--- config.mk ---
export PLATFORM = sky130hd
export DESIGN_NAME = fmul_pipe
export DESIGN_NICKNAME = d
export VERILOG_FILES = /design/src/rtl/fmul_pipe.sv
export SDC_FILE = /design/constraint.sdc
export NUM_CORES = 1
export LEC_CHECK = 0
export ABC_AREA = 1
export BUFFER_PORTS_ARGS = -buffer_cell sky130_fd_sc_hd__buf_4
export CAP_MARGIN = 20
export CORE_AREA = 2 2 220 222
export CTS_CLUSTER_DIAMETER = 200
export CTS_CLUSTER_SIZE = 16
export DETAILED_ROUTE_END_ITERATION = 8
export DIE_AREA = 0 0 222 224
export GPL_TIMING_DRIVEN = 0
export PLACE_DENSITY = 0.76
export SETUP_SLACK_MARGIN = 0.4
export SLEW_MARGIN = 30
export SYNTH_ARGS = -nofsm -noshare
export SYNTH_HDL_FRONTEND = slang
export SYNTH_SLANG_ARGS = --single-unit
export TNS_END_PERCENT = 30
--- constraint.sdc ---
create_clock -name clk -period 20.1 [get_ports clk]
set_input_delay 5.025 -clock clk [delete_from_list [all_inputs] [get_ports clk]]
set_output_delay 5.025 -clock clk [all_outputs]
set_load 0.02 [all_outputs]
--- src/rtl/fmul_pipe.sv ---
`timescale 1ns/1ps
`default_nettype none
// ============================================================================
// Module   : fmul_pipe
// Purpose  : Parametrised three-stage pipelined floating-point multiplier
//            with valid/ready handshake, opaque tag passthrough, NaN/Inf/zero
//            classification and overflow/underflow flags. Denormal inputs
//            are flushed to zero.
// Macro    : FMUL_PIPE_RNE_EN - when defined, results are rounded to nearest,
//            ties to even; when undefined, the mantissa is truncated.
// Revision : 1.0 - initial release
// ----------------------------------------------------------------------------
// Ports
//   clk        in   clock, rising edge
//   rstn       in   synchronous active-low reset
//   in_valid   in   operands present
//   in_ready   out  stage 1 can accept this cycle
//   x1, x2     in   operands {sign, exponent, mantissa}
//   in_tag     in   tag returned unchanged with the result
//   out_valid  out  result present
//   out_ready  in   consumer accepts result
//   y          out  product
//   out_tag    out  tag of this result
//   ovf        out  finite inputs overflowed to infinity
//   unf        out  nonzero finite inputs underflowed to zero
//   nan        out  result is the canonical quiet NaN
// ============================================================================
module fmul_pipe #(
    parameter int EW   = 8,
    parameter int MW   = 23,
    parameter int TAGW = 5
) (
    input  logic                clk,
    input  logic                rstn,
    input  logic                in_valid,
    output logic                in_ready,
    input  logic [EW+MW:0]      x1,
    input  logic [EW+MW:0]      x2,
    input  logic [TAGW-1:0]     in_tag,
    output logic                out_valid,
    input  logic                out_ready,
    output logic [EW+MW:0]      y,
    output logic [TAGW-1:0]     out_tag,
    output logic                ovf,
    output logic                unf,
    output logic                nan
);

    // Significand is split into a high half (HW bits, holds the hidden 1)
    // and a low half (LW bits). The product is approximated by
    // hi*hi*2^(2LW) + (hi*lo + lo*hi)*2^LW; the lo*lo term is dropped.
    localparam int SW   = MW + 1;
    localparam int LW   = SW / 2;
    localparam int HW   = SW - LW;
    localparam int PW   = 2 * SW;
    localparam int XW   = EW + 2;
    localparam int BIAS = (1 << (EW - 1)) - 1;

    // Without rounding the product bits below the result LSB are never
    // looked at, so they are not carried into stage 2.
`ifdef FMUL_PIPE_RNE_EN
    localparam int DROP = 0;
`else
    localparam int DROP = MW;
`endif

    localparam logic signed [XW-1:0] EXP_MAX  = XW'((1 << EW) - 1);
    localparam logic signed [XW-1:0] EXP_ZERO = '0;
    localparam logic [EW+MW:0]       QNAN     = {1'b0, {EW{1'b1}}, 1'b1, {(MW-1){1'b0}}};

    // Whole pipeline advances together; bubbles hold while stalled too.
    logic en;
    assign en       = ~out_valid | out_ready;
    assign in_ready = en;

    // ------------------------------------------------------------------
    // Stage valid bits
    // ------------------------------------------------------------------
    logic v1, v2;

    always_ff @(posedge clk) begin
        if (!rstn) begin
            v1        <= 1'b0;
            v2        <= 1'b0;
            out_valid <= 1'b0;
        end else if (en) begin
            v1        <= in_valid;
            v2        <= v1;
            out_valid <= v2;
        end
    end

    // ------------------------------------------------------------------
    // Stage 1: decode, classify, partial products
    // ------------------------------------------------------------------
    logic [EW-1:0] ea, eb;
    logic [MW-1:0] ma, mb;
    logic [SW-1:0] sig_a, sig_b;
    logic [HW-1:0] hi_a, hi_b;
    logic [LW-1:0] lo_a, lo_b;
    logic          zero_a, zero_b, inf_a, inf_b, nan_a, nan_b;

    assign ea     = x1[MW +: EW];
    assign eb     = x2[MW +: EW];
    assign ma     = x1[MW-1:0];
    assign mb     = x2[MW-1:0];
    assign sig_a  = {1'b1, ma};
    assign sig_b  = {1'b1, mb};
    assign hi_a   = sig_a[SW-1 -: HW];
    assign hi_b   = sig_b[SW-1 -: HW];
    assign lo_a   = sig_a[LW-1:0];
    assign lo_b   = sig_b[LW-1:0];

    // Exponent zero covers both true zero and denormals (flushed).
    assign zero_a = (ea == '0);
    assign zero_b = (eb == '0);
    assign inf_a  = (ea == '1) && (ma == '0);
    assign inf_b  = (eb == '1) && (mb == '0);
    assign nan_a  = (ea == '1) && (ma != '0);
    assign nan_b  = (eb == '1) && (mb != '0);

    logic            s1_sa, s1_sb;
    logic [EW-1:0]   s1_ea, s1_eb;
    logic [2*HW-1:0] s1_hh;
    logic [SW-1:0]   s1_hl, s1_lh;
    logic            s1_zero, s1_inf, s1_nan;
    logic [TAGW-1:0] s1_tag;

    always_ff @(posedge clk) begin
        if (en) begin
            s1_sa   <= x1[EW+MW];
            s1_sb   <= x2[EW+MW];
            s1_ea   <= ea;
            s1_eb   <= eb;
            s1_hh   <= {{HW{1'b0}}, hi_a} * {{HW{1'b0}}, hi_b};
            s1_hl   <= {{LW{1'b0}}, hi_a} * {{HW{1'b0}}, lo_b};
            s1_lh   <= {{HW{1'b0}}, lo_a} * {{LW{1'b0}}, hi_b};
            s1_zero <= zero_a | zero_b;
            s1_inf  <= inf_a | inf_b;
            s1_nan  <= nan_a | nan_b | (inf_a & zero_b) | (zero_a & inf_b);
            s1_tag  <= in_tag;
        end
    end

    // ------------------------------------------------------------------
    // Stage 2: sum partial products, exponent sum, sign
    // ------------------------------------------------------------------
    logic [PW-1:0]        cross_sum;
    logic [PW-1:0]        prod_sum;
    logic signed [XW-1:0] exp_sum;

    assign cross_sum = PW'(s1_hl) + PW'(s1_lh);
    assign prod_sum  = {s1_hh, {(2*LW){1'b0}}} + (cross_sum << LW);
    assign exp_sum   = $signed({2'b00, s1_ea}) + $signed({2'b00, s1_eb}) - $signed(XW'(BIAS));

    logic                 s2_sign;
    logic signed [XW-1:0] s2_exp;
    logic [PW-1:DROP]     s2_prod;
    logic                 s2_zero, s2_inf, s2_nan;
    logic [TAGW-1:0]      s2_tag;

    always_ff @(posedge clk) begin
        if (en) begin
            s2_sign <= s1_sa ^ s1_sb;
            s2_exp  <= exp_sum;
            s2_prod <= prod_sum[PW-1:DROP];
            s2_zero <= s1_zero;
            s2_inf  <= s1_inf;
            s2_nan  <= s1_nan;
            s2_tag  <= s1_tag;
        end
    end

    // ------------------------------------------------------------------
    // Stage 3: normalise, round, classify
    // ------------------------------------------------------------------
    logic                 top;
    logic [MW-1:0]        mant, mant_fin;
    logic signed [XW-1:0] e_norm, e_fin;
    logic [EW+MW:0]       y_n;
    logic                 ovf_n, unf_n, nan_n;
`ifdef FMUL_PIPE_RNE_EN
    logic                 guard, sticky, round_up, carry;
`endif

    always_comb begin
        // Product of two [1,2) significands lies in [1,4); the top bit
        // says whether it reached 2 and needs a one-place shift.
        top    = s2_prod[PW-1];
        mant   = top ? s2_prod[PW-2 -: MW] : s2_prod[PW-3 -: MW];
        e_norm = s2_exp + $signed({{(XW-1){1'b0}}, top});
`ifdef FMUL_PIPE_RNE_EN
        guard    = top ? s2_prod[PW-2-MW] : s2_prod[PW-3-MW];
        sticky   = top ? (|s2_prod[PW-3-MW:0]) : (|s2_prod[PW-4-MW:0]);
        round_up = guard & (sticky | mant[0]);
        // A carry out of the mantissa means the significand became 2.0:
        // the wrapped mantissa is already zero, only the exponent moves.
        {carry, mant_fin} = {1'b0, mant} + {{MW{1'b0}}, round_up};
        e_fin    = e_norm + $signed({{(XW-1){1'b0}}, carry});
`else
        mant_fin = mant;
        e_fin    = e_norm;
`endif
        y_n   = {s2_sign, e_fin[EW-1:0], mant_fin};
        ovf_n = 1'b0;
        unf_n = 1'b0;
        nan_n = 1'b0;
        if (s2_nan) begin
            y_n   = QNAN;
            nan_n = 1'b1;
        end else if (s2_inf) begin
            y_n = {s2_sign, {EW{1'b1}}, {MW{1'b0}}};
        end else if (s2_zero) begin
            y_n = {s2_sign, {(EW+MW){1'b0}}};
        end else if (e_fin >= EXP_MAX) begin
            y_n   = {s2_sign, {EW{1'b1}}, {MW{1'b0}}};
            ovf_n = 1'b1;
        end else if (e_fin <= EXP_ZERO) begin
            y_n   = {s2_sign, {(EW+MW){1'b0}}};
            unf_n = 1'b1;
        end
    end

    always_ff @(posedge clk) begin
        if (!rstn) begin
            y       <= '0;
            out_tag <= '0;
            ovf     <= 1'b0;
            unf     <= 1'b0;
            nan     <= 1'b0;
        end else if (en) begin
            y       <= y_n;
            out_tag <= s2_tag;
            // Flags only ever assert alongside a real result.
            ovf     <= v2 & ovf_n;
            unf     <= v2 & unf_n;
            nan     <= v2 & nan_n;
        end
    end

endmodule
`default_nettype wire

==> metrics.md, run 1 <==
| Metric | Value |
|---|---|
| Crit-path max cell delay | between 300 and 400 ps |
| # hold bufs at CTS | 0 |
| Starting Density | around half |
| Compound-cell area share of the yosys netlist | under 10% |
| Routed Antenna Nets | 0 |
| Clock root cell | clkbuf_16 |
| Final core utilization | about 54% |
| YS warnings | 0 |
| Internal power | 2070 uW |
| Iteration-0 DRC Markers | 1,583 |
| GRT overflow | 0 |
| Area of the core | approximately 47,000 sq um |
| Sequential element share of the synthesized area | around 22% |
| Worst-path clk slew | 70 ps |
| Mapped cell area | around 23,000 sq um |
| Post-route clock period utilization | 57.1% |
| Sequential power share | between 10% and 20% |
| Cells after synthesis | approximately 2,800 |
| Post-CTS Resized | 0 |
| Number of diodes | 0 |
| Final Max Tran Viols | 0 |
| Worst endpoint data arrival time | 6450 ps |
| Largest net degree at the start of global routing | approximately 50 |
| Non-Filler Instances | ~3,600 |
| Leakage | roughly 0.014 uW |
| CTS sink count | approximately 190 |
| Global-route wire length before repair | 96.0 mm |
| Via Count | about 19,000 |
| Clock Skew | 17.5 ps |
| Switch share | 52.7% |
| Share of synthesized registers carrying an async set or reset | 0% |
| Post-synthesis mux area share | 0% |
| Slowest cell on crit path | clkbuf_4 |
| GR Layer Usage met1 | 32.4% |
| FILL cells | about 4,400 |
| Crit path top cell by count | buf_4 |
| H-tree depth | 4 |
| Die Height | 224 um |
| Worst VDD drop | ~110 uV |
| Yosys reg bits | about 190 |
| Most frequent cells in the layout | 683 x nand2_1, 653 x inv_1, 302 x fa_1, 238 x ha_1, 182 x a21oi_1 |
| IO buf count | 110 |
| Slew HR | about two fifths |
| Area leader, netlist | fa_1 |
| Cell area power density | between 150 and 200 nW/um^2 |
| CTS tree | done |
| Layout area overhead | 9.80% |
| Synth top area share | 25.8% |
| Num CTS Buffers | 17 |
| Top Family by Delay on Critical Path | buffers and inverters |
| Net Sw Power | roughly 2300 uW |
| CP required | approximately 15,000 ps |
| Final worst path period need | around 11,000 ps |
| GRT Util Overall | between 20% and 30% |
| Max_cap viols | 0 |
| XOR/XNOR share of the synthesized area | 3.66% |
| Met2 Use GR | between 30% and 40% |
| RSZ-0062 raised after global routing | false |
| Largest family of logic cells by synthesized area | adder cells |
| Post-CTS Setup Bufs | 0 |
| Synth area leaders | fa_1 26%, edfxtp_1 18%, ha_1 13%, nand2_1 11%, inv_1 10% |
| I/O pin total | 115 |
| Row count | 80 |
| Setup crit end kind | output pin |
| Status | finished, final reports clean |
| Critical Path Source Type | primary input |
| Comb pwr share | about 74% |
| Global route hottest layer | met2 |
| Routed WL | just under 60 mm |
| Critical-path cell list | buf_4 > nor2_2 > inv_1 > clkbuf_4 > buf_12 > buf_4 |
| Initial antenna violation count | 0 |
| CP Buf/Inv Count | 5 |
| Post-synth EDFFs | roughly 140 |
| Final GP Congestion | between 0.9 and 1 |
| Crit-path max FO | 44 |
| Synth unique cells | 43 |
| Post-synth top flop | edfxtp_1 |
| Final setup violation count | 0 |
| Most common cell after layout, fill and taps aside | nand2_1 |
| Nets | around 3,600 |
| DR WL/cell | between 15 and 20 um |
| Met3 GRT Util | 4.20% |
| Post-Synth Simple-Gate Area | about 17% |
| Pre-Repair DR Iteration Count | 6 |
| Remaining DRCs | 0 |
| Pwr Total | 4380 uW |
| Post-DP HPWL | 48.7 mm |
| Clock Latency Late Sink | roughly 450 ps |
| Worst-margin pin slew | around 910 ps |
| Setup TNS | 0 ps |
| Hold/Removal Path Class | register to register |
| Number of global-route vias before repair | around 19,000 |
| Hold Fails Final Rpt | 0 |
| Inst Count DP | between 3,000 and 4,000 |
| Die Footprint | a little under 50,000 sq um |
| Max frequency | about 0.087 GHz |
| Vias/cell | between 5 and 6 |
| Clock buffer depth | 2 |
| Syn_nets | ~3,400 |
| Chip width | 222 um |
| Adder-cell area share of the yosys netlist | 38.5% |
| Mapped Avg Cell Area | between 8 and 9 sq um |
| WS Path Type | primary input to output pin |
| Clk pwr share | around 8% |
| Share of cells above drive strength 1 | under 10% |
per-stage QoR:
step / worst slack [ps] / hold slack (ps) / instance area (sq um)
6_report: 8630 / 423 / 25700
5_1_grt: 8520 / 443 / 25700
4_1_cts: 8620 / 423 / 25700
3_5_place_dp: 8620 / 406 / 25100
3_3_place_gp: 3430 / 405 / 25000
2_1_floorplan: 5660 / 400 / 23400
synthesized netlist by cell type, types with 7 or more instances:
cell and count:
a21o_1 7, a21oi_1 182, clkbuf_1 83, dfxtp_1 43, edfxtp_1 142, fa_1 302
ha_1 238, inv_1 653, nand2_1 683, nand3_1 60, nand4_1 52, nor2_1 102
nor3_1 8, nor4_1 25, o211ai_1 8, o21ai_0 80, o21ai_1 7, o21bai_1 7
xnor2_1 36, xor2_1 62
sequential cells by signal, summed over array words and instances, names as in the netlist, 5 cells and up:
| name | count |
|---|---|
| s2_tag | 5 |
| s2_prod | 25 |
| out_tag | 5 |
| s1_tag | 5 |
| s1_eb | 8 |
| s1_hl | 24 |
| s1_ea | 8 |
| s1_hh | 24 |
| y | 32 |
| s1_lh | 24 |
| s2_exp | 10 |
area by class of cell:
class	instances	area [sq um]	area share, %
plain buffers	93	405	1.57
clock buffers	17	425	1.65
clock inverters	15	206	0.802
inverters	657	2470	9.58
multi-input cells	1895	15400	60.0
flip-flops and latches	185	5120	19.9
well taps	615	769	2.99
repair buffers	113	893	3.47
cells by family (layout without fill, tap and decap cells):
logic type,Yosys count,in the layout
AO/OA/AOI/OAI,306,306
AND/OR/NAND/NOR,951,951
adder cells (fa/ha/maj),540,540
buffers and inverters,750,895
flip-flops,185,185
XOR/XNOR,98,98
per-layer routing:
metal	part of all wire (%)	vias up
met5	0	-
met1	43	8967
met2	45	728
li1	-	9010
met3	7.5	114
met4	3.8	0
power groups by stage:
stage	sequential [uW]	clock [uW]	combinational, uW
floorplan	782	0	2330
finish	798	351	3230
global placement	806	0	3120
CTS	800	358	3190
detailed placement	808	0	3160
global route	810	373	3650
worst paths after layout:
| kind | from | to | slack (ps) | cells after the start |
|---|---|---|---|---|
| setup / recovery | out_ready | in_ready | 8630 | 6 |
| hold / removal | s1_nan | s2_nan | 420 | 0 |
| setup reg to reg | s1_lh[12] | s2_prod[47] | 16480 | 15 |
| hold reg to reg | s1_nan | s2_nan | 420 | 0 |
No activity file was read; power rests on OpenSTA's default activity.
==> run 2, diff against run 1 <==
--- a/config.mk
+++ b/config.mk
@@ -5,14 +5,14 @@
 export SDC_FILE = /design/constraint.sdc
 export NUM_CORES = 1
 export LEC_CHECK = 0
-export ABC_AREA = 1
+export ABC_AREA = 0
 export BUFFER_PORTS_ARGS = -buffer_cell sky130_fd_sc_hd__buf_4
 export CAP_MARGIN = 20
-export CORE_AREA = 2 2 220 222
+export CORE_AREA = 2 2 215 217
 export CTS_CLUSTER_DIAMETER = 200
 export CTS_CLUSTER_SIZE = 16
 export DETAILED_ROUTE_END_ITERATION = 8
-export DIE_AREA = 0 0 222 224
+export DIE_AREA = 0 0 217 219
 export GPL_TIMING_DRIVEN = 0
 export PLACE_DENSITY = 0.76
 export SETUP_SLACK_MARGIN = 0.4
==> constraint.sdc (replaced) <==
create_clock -name clk -period 11.73 [get_ports clk]
set_input_delay 2.9325 -clock clk [delete_from_list [all_inputs] [get_ports clk]]
set_output_delay 2.9325 -clock clk [all_outputs]
set_load 0.02 [all_outputs]
==> run 2 against run 1 <==
Net effect: die area fell by 4.4%; sequential share of layout area grew 0.85 points; synthesized cell count down 18%; total power increased by 69%; clock-buffer cell count unchanged; cell count down 14%; first-iteration DRC count down 18%; non-clock buffer count decreased by 3; clock power up 66%; highest routed layer is now met5.
==> metrics.md, run 2 <==
| Metric | Value |
|---|---|
| Pre-Repair DR Iteration Count | 5 (-1) |
| Global-route wire length before repair | 94.6 mm (-1.5%) |
| Worst-margin pin slew | 902 ps (-12.8 ps) |
| Sequential element share of the synthesized area | 22.9% (+1.0 points) |
| Routed WL | 57.9 mm (-1.0%) |
| Layout area overhead | 10.2% |
| Final Max Tran Viols | 0 (unchanged) |
| Most numerous cell in the Yosys netlist | inv_1 |
| Most flops, register | y |
| CP Buf/Inv Count | 6 (+1) |
| Synth top area share | 27.0% (+1.2 points) |
| Cell area power density | 300 nW/um^2 (+76%) |
| CP required | 11,930 ps (-3140 ps) |
| Max frequency | between 0.1 and 0.15 GHz |
| Post-synth top flop | edfxtp_1 |
| Max_cap viols | 0 (unchanged) |
| CTS sink count | 185 (unchanged) |
| Post-route clock period utilization | 75.5% |
| YS warnings | 0 (unchanged) |
| Net Sw Power | 3680 uW (+60%) |
| Final GP Congestion | 0.971 (+2.9%) |
| Vias/cell | 5.49 (+4.8%) |
| Crit-path max cell delay | 660 ps (+320 ps) |
| Routed Antenna Nets | 0 (unchanged) |
| IO buf count | 112 (+1.8%) |
| I/O pin total | 115 (unchanged) |
| Chip width | 217 um (-2.3%) |
| Most frequent cells in the layout | 457 x inv_1, 302 x fa_1, 297 x nand2_1, 238 x ha_1, 142 x edfxtp_1 |
| Die Footprint | 47,500 sq um (-4.4%) |
| Yosys reg bits | 185 (unchanged) |
| Post-CTS Resized | 0 (unchanged) |
| Internal power | 3730 uW (+80%) |
| Initial antenna violation count | 9 (+9) |
| Status | finished, final reports clean |
| Final worst path period need | 8860 ps |
| Share of cells above drive strength 1 | 7.90% (+1.9 points) |
| RSZ-0062 raised after global routing | false |
| Setup crit end kind | register |
| Regs by FF count | y (32), s2_prod (25) |
| Share of synthesized registers carrying an async set or reset | 0% (unchanged) |
| Pwr Total | 7420 uW (+69%) |
| # hold bufs at CTS | 0 (unchanged) |
| Area of the core | 45,100 sq um (-4.8%) |
| Area taken by multi-input logic gates | 15,200 sq um (-1.4%) |
| Comb pwr share | 74.2% (+0.4 points) |
| Worst VDD drop | 196 uV (+77%) |
| Via Count | 16,900 (-10%) |
| Post-synth EDFFs | 142 (unchanged) |
| GRT overflow | 0 (unchanged) |
| Largest net degree at the start of global routing | 52 (+2.0%) |
| Number of global-route vias before repair | 18,000 (-4.1%) |
| Area leader, netlist | fa_1 |
| Setup ws final | 2870 ps (-5750 ps) |
| Post-CTS Setup Bufs | 0 (unchanged) |
| Critical Path Source Type | primary input |
| Row count | 78 (-2.5%) |
| DR WL/cell | 18.8 um (+15%) |
| Clock root cell | clkbuf_16 |
| Leakage | 0.0121 uW (-12%) |
| Nets | 3,080 (-14%) |
| Critical-path cell list | buf_4 > clkbuf_1 > clkbuf_1 > nand2_1 > fa_1 > inv_1 > fa_1 > fa_1 > inv_1 > fa_1 > inv_1 > ha_1 > a21o_1 > a2111o_1 > o31ai_2 > a2bb2oi_2 > a21oi_2 > or4_1 > nand3_1 |
| Final setup violation count | 0 (unchanged) |
| Slew HR | 39.3% (+0.90 points) |
| Remaining DRCs | 0 (unchanged) |
| Syn_nets | 2,946 (-14%) |
| FILL cells | 4,017 (-7.9%) |
| Sequential power share | 18.0% (-0.2 points) |
| WS Path Type | primary input to register |
| Mapped cell area | 22,400 sq um (-4.4%) |
| Slowest cell on crit path | clkbuf_1 |
| Clk pwr share | 7.8% (-0.2 points) |
| Setup WS pre-CTS | 2520 ps (-6100 ps) |
| Hold/Removal Path Class | register to register |
| H-tree depth | 4 (unchanged) |
| Worst-path clk slew | 70 ps (about the same) |
| Top Family by Delay on Critical Path | adder cells |
| Switch share | 49.7% (-3.0 points) |
| Most common cell after layout, fill and taps aside | inv_1 |
| Cells after synthesis | 2,333 (-18%) |
| Die Height | 219 um (-2.2%) |
| Synth area leaders | fa_1 27%, edfxtp_1 19%, ha_1 13%, inv_1 7.7%, nand2_1 5.0% |
| Max reg flops | 32 (unchanged) |
| Num CTS Buffers | 17 (unchanged) |
| Mapped Avg Cell Area | 9.60 sq um (+16%) |
| Synth unique cells | 79 (+84%) |
| FF+latch area | 5120 sq um (unchanged) |
| Clock buffer depth | 2 (unchanged) |
| Starting Density | 49.7% (+0.18 points) |
| GRT Util Overall | 25.6% (+1.3 points) |
| Commonest cells in the netlist | 457 x inv_1, 302 x fa_1, 297 x nand2_1 |
| Crit-path max FO | 10 (-77%) |
| CTS tree | done |
| Clock Skew | 11.1 ps (-6.39 ps) |
| Hold Fails Final Rpt | 0 (unchanged) |
| Worst endpoint data arrival time | 9060 ps (+2610 ps) |
| Clock Latency Late Sink | 440 ps (about the same) |
| Crit path top cell by count | fa_1 |
| Iteration-0 DRC Markers | 1,303 (-18%) |
| Post-DP HPWL | 47.1 mm (-3.4%) |
==> run 2: cell count changes after synthesis, sizes merged, moves of 40 or more <==
cell,change
nand2,-393
inv,-198
a21oi,-126
and2,+121
o21ai,-45
xor2,-40
==> run 2: final timing paths <==
kind	from	to	slack [ps]	cells past startpoint
setup / recovery	x1[22]	s1_hl[23]	2870	19
hold / removal	s1_inf	s2_inf	420	0
hold reg to reg	s1_inf	s2_inf	420	0
setup reg to reg	s1_hl[8]	s2_prod[47]	6870	16
==> run 2: power by group through the flow <==
stage	logic, uW	registers, uW	clock network, uW
5_1_grt	6150	1350	612
3_5_place_dp	5420	1340	0
2_1_floorplan	3880	1320	0
4_1_cts	5460	1330	591
3_3_place_gp	5250	1340	0
6_report	5500	1330	581
==> run 2: logic make-up after synthesis <==
logic type,after synthesis,share of synthesized area [%]
AND/OR/NAND/NOR,682,14.6
buffers and inverters,545,9.15
adder cells (fa/ha/maj),540,40.3
AO/OA/AOI/OAI,265,8.27
flip-flops,185,22.9
XOR/XNOR,90,3.55
multiplexers,26,1.28
==> run 2: per-layer routing <==
metal,share of wire [%],up-vias,wire (um),track usage [%]
met2,47,627,27300,43.5
met3,7.7,141,4480,4.88
li1,-,7753,-,-
met5,0.12,-,69,0
met4,3.5,10,2050,9.34
met1,41,8408,24000,32.6
==> run 2: area by class of cell <==
class                      instances  area share [%]
antenna                            3          0.0304
buffer                            88            1.37
clock buffer                      17            1.72
sequential                       185            20.8
clock inverter                    15           0.740
inverter                         457            6.95
multi-input combinational       1603            61.7
timing repair buffer             115            3.71
tap                              600            3.04
==> run 2: through the flow <==
step | utilization, % | cell area [sq um] | cells | setup TNS, ps | hold slack [ps]
final | 54.8 | 24700 | 3083 | 0 | 422
after global routing | 54.7 | 24700 | 3081 | 0 | 441
after CTS | 54.7 | 24700 | 3080 | 0 | 424
after detailed placement | 53.4 | 24100 | 3048 | 0 | 407
after global placement | 53.2 | 24000 | 3045 | -638 | 403
after floorplan | - | 22400 | 2333 | 0 | 400
==> run 3, diff against run 2 <==
--- a/config.mk
+++ b/config.mk
@@ -14,7 +14,7 @@
 export DETAILED_ROUTE_END_ITERATION = 8
 export DIE_AREA = 0 0 217 219
 export GPL_TIMING_DRIVEN = 0
-export PLACE_DENSITY = 0.76
+export PLACE_DENSITY = 0.78
 export SETUP_SLACK_MARGIN = 0.4
 export SLEW_MARGIN = 30
 export SYNTH_ARGS = -nofsm -noshare
==> constraint.sdc (replaced) <==
create_clock -name clk -period 7.15 [get_ports clk]
set_input_delay 1.7875 -clock clk [delete_from_list [all_inputs] [get_ports clk]]
set_output_delay 1.7875 -clock clk [all_outputs]
set_load 0.02 [all_outputs]
==> run 3 against run 2 <==
Net effect: core utilization rose by 1.5 points; hold slack got worse by 1.4 ps; die area did not move; global-route usage barely moved; register-to-register slack got worse by 4600 ps; sequential share of layout area fell by 0.55 points; non-clock buffer count rose by 21; via count rose by 0.62%; combinational power rose by 75%; sequential power rose by 65%.
==> metrics.md, run 3 (synthesis results as in run 2) <==
| Metric | Value |
|---|---|
| Number of global-route vias before repair | 17,900 (-0.31%) |
| R2R Path End | s2_prod[47] |
| Critical Path Source Type | primary input |
| Leakage | 0.0124 uW (+3.0%) |
| Most frequent cells in the layout | 447 x inv_1, 302 x fa_1, 297 x nand2_1, 233 x ha_1, 142 x edfxtp_1 |
| Hold Fails Final Rpt | 0 (unchanged) |
| Max_cap viols | 0 (unchanged) |
| Regs by FF count | y (32), s2_prod (25) |
| Top Family by Delay on Critical Path | adder cells |
| CTS tree | done |
| Largest net degree at the start of global routing | 81 (+56%) |
| Post-DP HPWL | 47.0 mm (-0.12%) |
| Die Footprint | 47,500 sq um (unchanged) |
| DR WL/cell | 19.0 um (+1.0%) |
| Vias/cell | 5.49 (about the same) |
| Slowest cell on crit path | fa_1 |
| Hold/Removal Path Class | register to register |
| IO buf count | 112 (unchanged) |
| Area of the core | 45,100 sq um (unchanged) |
| Crit-path max FO | 10 (unchanged) |
| CP required | 7310 ps (-4620 ps) |
| Routed WL | 58.9 mm (+1.7%) |
| Remaining DRCs | 0 (unchanged) |
| Starting Density | 49.7% (unchanged) |
| CTS sink count | 185 (unchanged) |
| Slew HR | 43.6% (+4.2 points) |
| Crit-path max cell delay | 580 ps (-80 ps) |
| Clock root cell | clkbuf_16 |
| Pre-Repair DR Iteration Count | 5 (unchanged) |
| Final worst path period need | just under 7000 ps |
| I/O pin total | 115 (unchanged) |
| Crit. path cell count | 18 (-1) |
| Clock Skew | 19.5 ps (+8.40 ps) |
| R2r startpoint | s1_hl[8] |
| Max frequency | approximately 0.15 GHz |
| Num CTS Buffers | 17 (unchanged) |
| RSZ-0062 raised after global routing | true |
| H-tree depth | 4 (unchanged) |
| Max reg flops | 32 (unchanged) |
| Via Count | 17,000 (+0.62%) |
| Min-Delay Endpoint | s2_tag[3] |
| Worst-path clk slew | 70 ps (about the same) |
| Routed Antenna Nets | 0 (unchanged) |
| Cell area power density | 502 nW/um^2 (+67%) |
| Pwr Total | 12,700 uW (+72%) |
| Global-route wire length before repair | 94.5 mm (about the same) |
| Worst-margin pin slew | 839 ps (-63.0 ps) |
| Status | finished, final reports clean |
| Setup crit end kind | register |
| Final setup violation count | 0 (unchanged) |
| FF-to-FF setup slack | 2310 ps (-4560 ps) |
| WS Path Type | primary input to register |
| Iteration-0 DRC Markers | 1,317 (+1.1%) |
| Share of cells above drive strength 1 | 12.4% (+4.5 points) |
| Cells on worst reg2reg path | 16 (unchanged) |
| Clock Latency Late Sink | 450 ps (about the same) |
| Worst VDD drop | 474 uV (+140%) |
| Final Max Tran Viols | 0 (unchanged) |
| GRT Util Overall | 25.6% (about the same) |
| Chip width | 217 um (unchanged) |
| Initial antenna violation count | 1 (-8) |
| Crit path top cell by count | fa_1 |
| Post-route clock period utilization | ~95% |
| FILL cells | 3,897 (-3.0%) |
| Row count | 78 (unchanged) |
| Critical-path cell list | buf_4 > clkbuf_4 > nand2_1 > fa_1 > inv_1 > fa_1 > inv_1 > fa_1 > fa_1 > fa_1 > inv_1 > ha_1 > o2111ai_1 > o211ai_1 > a31oi_2 > o21bai_1 > a21oi_1 > xnor2_1 |
| Die Height | 219 um (unchanged) |
| Layout area overhead | 13.2% |
| Clock buffer depth | 2 (unchanged) |
| Worst min-delay path startpoint | s1_tag[3] |
| CP Buf/Inv Count | 5 (-1) |
| Most common cell after layout, fill and taps aside | inv_1 |
| Final core utilization | 56.2% (+1.5 points) |
| Most flops, register | y |
| Worst endpoint data arrival time | 6930 ps (-2130 ps) |
| Nets | 3,101 (+0.68%) |
| GRT overflow | 0 (unchanged) |
| Hold Path Cell Cnt | 0 (unchanged) |
| Final GP Congestion | 0.944 (-2.8%) |
==> run 3: cell count changes in the layout (fill, tap and decap cells not counted), moves of 4 or more <==
cell,delta
buf_2,+6
buf_4,+20
clkbuf_1,-53
clkbuf_16,+9
clkbuf_2,+23
clkbuf_4,+17
clkinv_8,-4
ha_1,-5
ha_4,+4
inv_1,-10
xnor2_1,-6
xnor2_2,+5
==> run 3: worst reg2reg max path: stages, from the launching register on <==
cell	delay, ps
edfxtp_1	370
ha_1	320
a2111oi_1	500
nand2_1	100
a211o_1	310
a31oi_4	320
o21bai_1	150
a211oi_1	270
nor2_1	90
ha_1	330
o21ai_0	130
o21ai_1	220
and3_1	210
nor3_1	90
o31ai_1	730
nand3_1	270
xnor2_1	190
==> run 3: power breakdown <==
group          leakage, uW  internal (uW)  switching (uW)
clock             0.000289            502             426
combinational       0.0103           3990            5620
sequential         0.00186           1970             220
total               0.0124           6460            6270
==> run 3: per-stage QoR <==
step / setup WS [ps] / cells / setup TNS, ps / hold WS, ps / area (sq um)
after CTS: 336 / 3095 / 0 / 423 / 25200
final: 387 / 3102 / 0 / 421 / 25400
after floorplan: 380 / 2333 / 0 / 400 / 22400
after global placement: -827 / 3045 / -9460 / 401 / 24000
after detailed placement: -843 / 3046 / -10690 / 406 / 24100
after global routing: 227 / 3101 / 0 / 428 / 25400
==> run 3: cell type report <==
| class | count | area (sq um) | area share (%) |
|---|---|---|---|
| multi-input combinational | 1603 | 15500 | 61.1 |
| clock inverter | 10 | 80.1 | 0.316 |
| buffer | 88 | 609 | 2.40 |
| inverter | 457 | 1740 | 6.85 |
| sequential | 185 | 5120 | 20.2 |
| tap | 600 | 751 | 2.96 |
| antenna | 1 | 2.50 | 0.00987 |
| timing repair buffer | 136 | 1060 | 4.16 |
| clock buffer | 22 | 494 | 1.95 |
==> run 3: worst max path at each step <==
stage | slack (ps) | end | from
CTS | 340 | s1_hl[23] | x1[15]
global route | 230 | s1_hh[17] | x1[19]
floorplan | 380 | s1_hl[23] | x2[3]
global placement | -830 | s1_hl[23] | x1[22]
detailed placement | -840 | s1_hl[23] | x1[22]
finish | 390 | s1_hh[17] | x1[19]
==> run 3: layer usage <==
metal | track usage [%] | vias to the layer above | share of wire [%]
met5 | 0 | - | 0.022
met4 | 9.63 | 2 | 3.9
met3 | 4.27 | 132 | 7.4
met2 | 43.5 | 645 | 48
met1 | 33.0 | 8473 | 41
li1 | - | 7792 | -
==> run 3: repair_timing <==
item	CTS	global route
cloned	0	0
buffers inserted	17	6
hold buffers	0	0
setup endpoints to repair	25	16
resized for setup	112	48
pin swaps	13	5
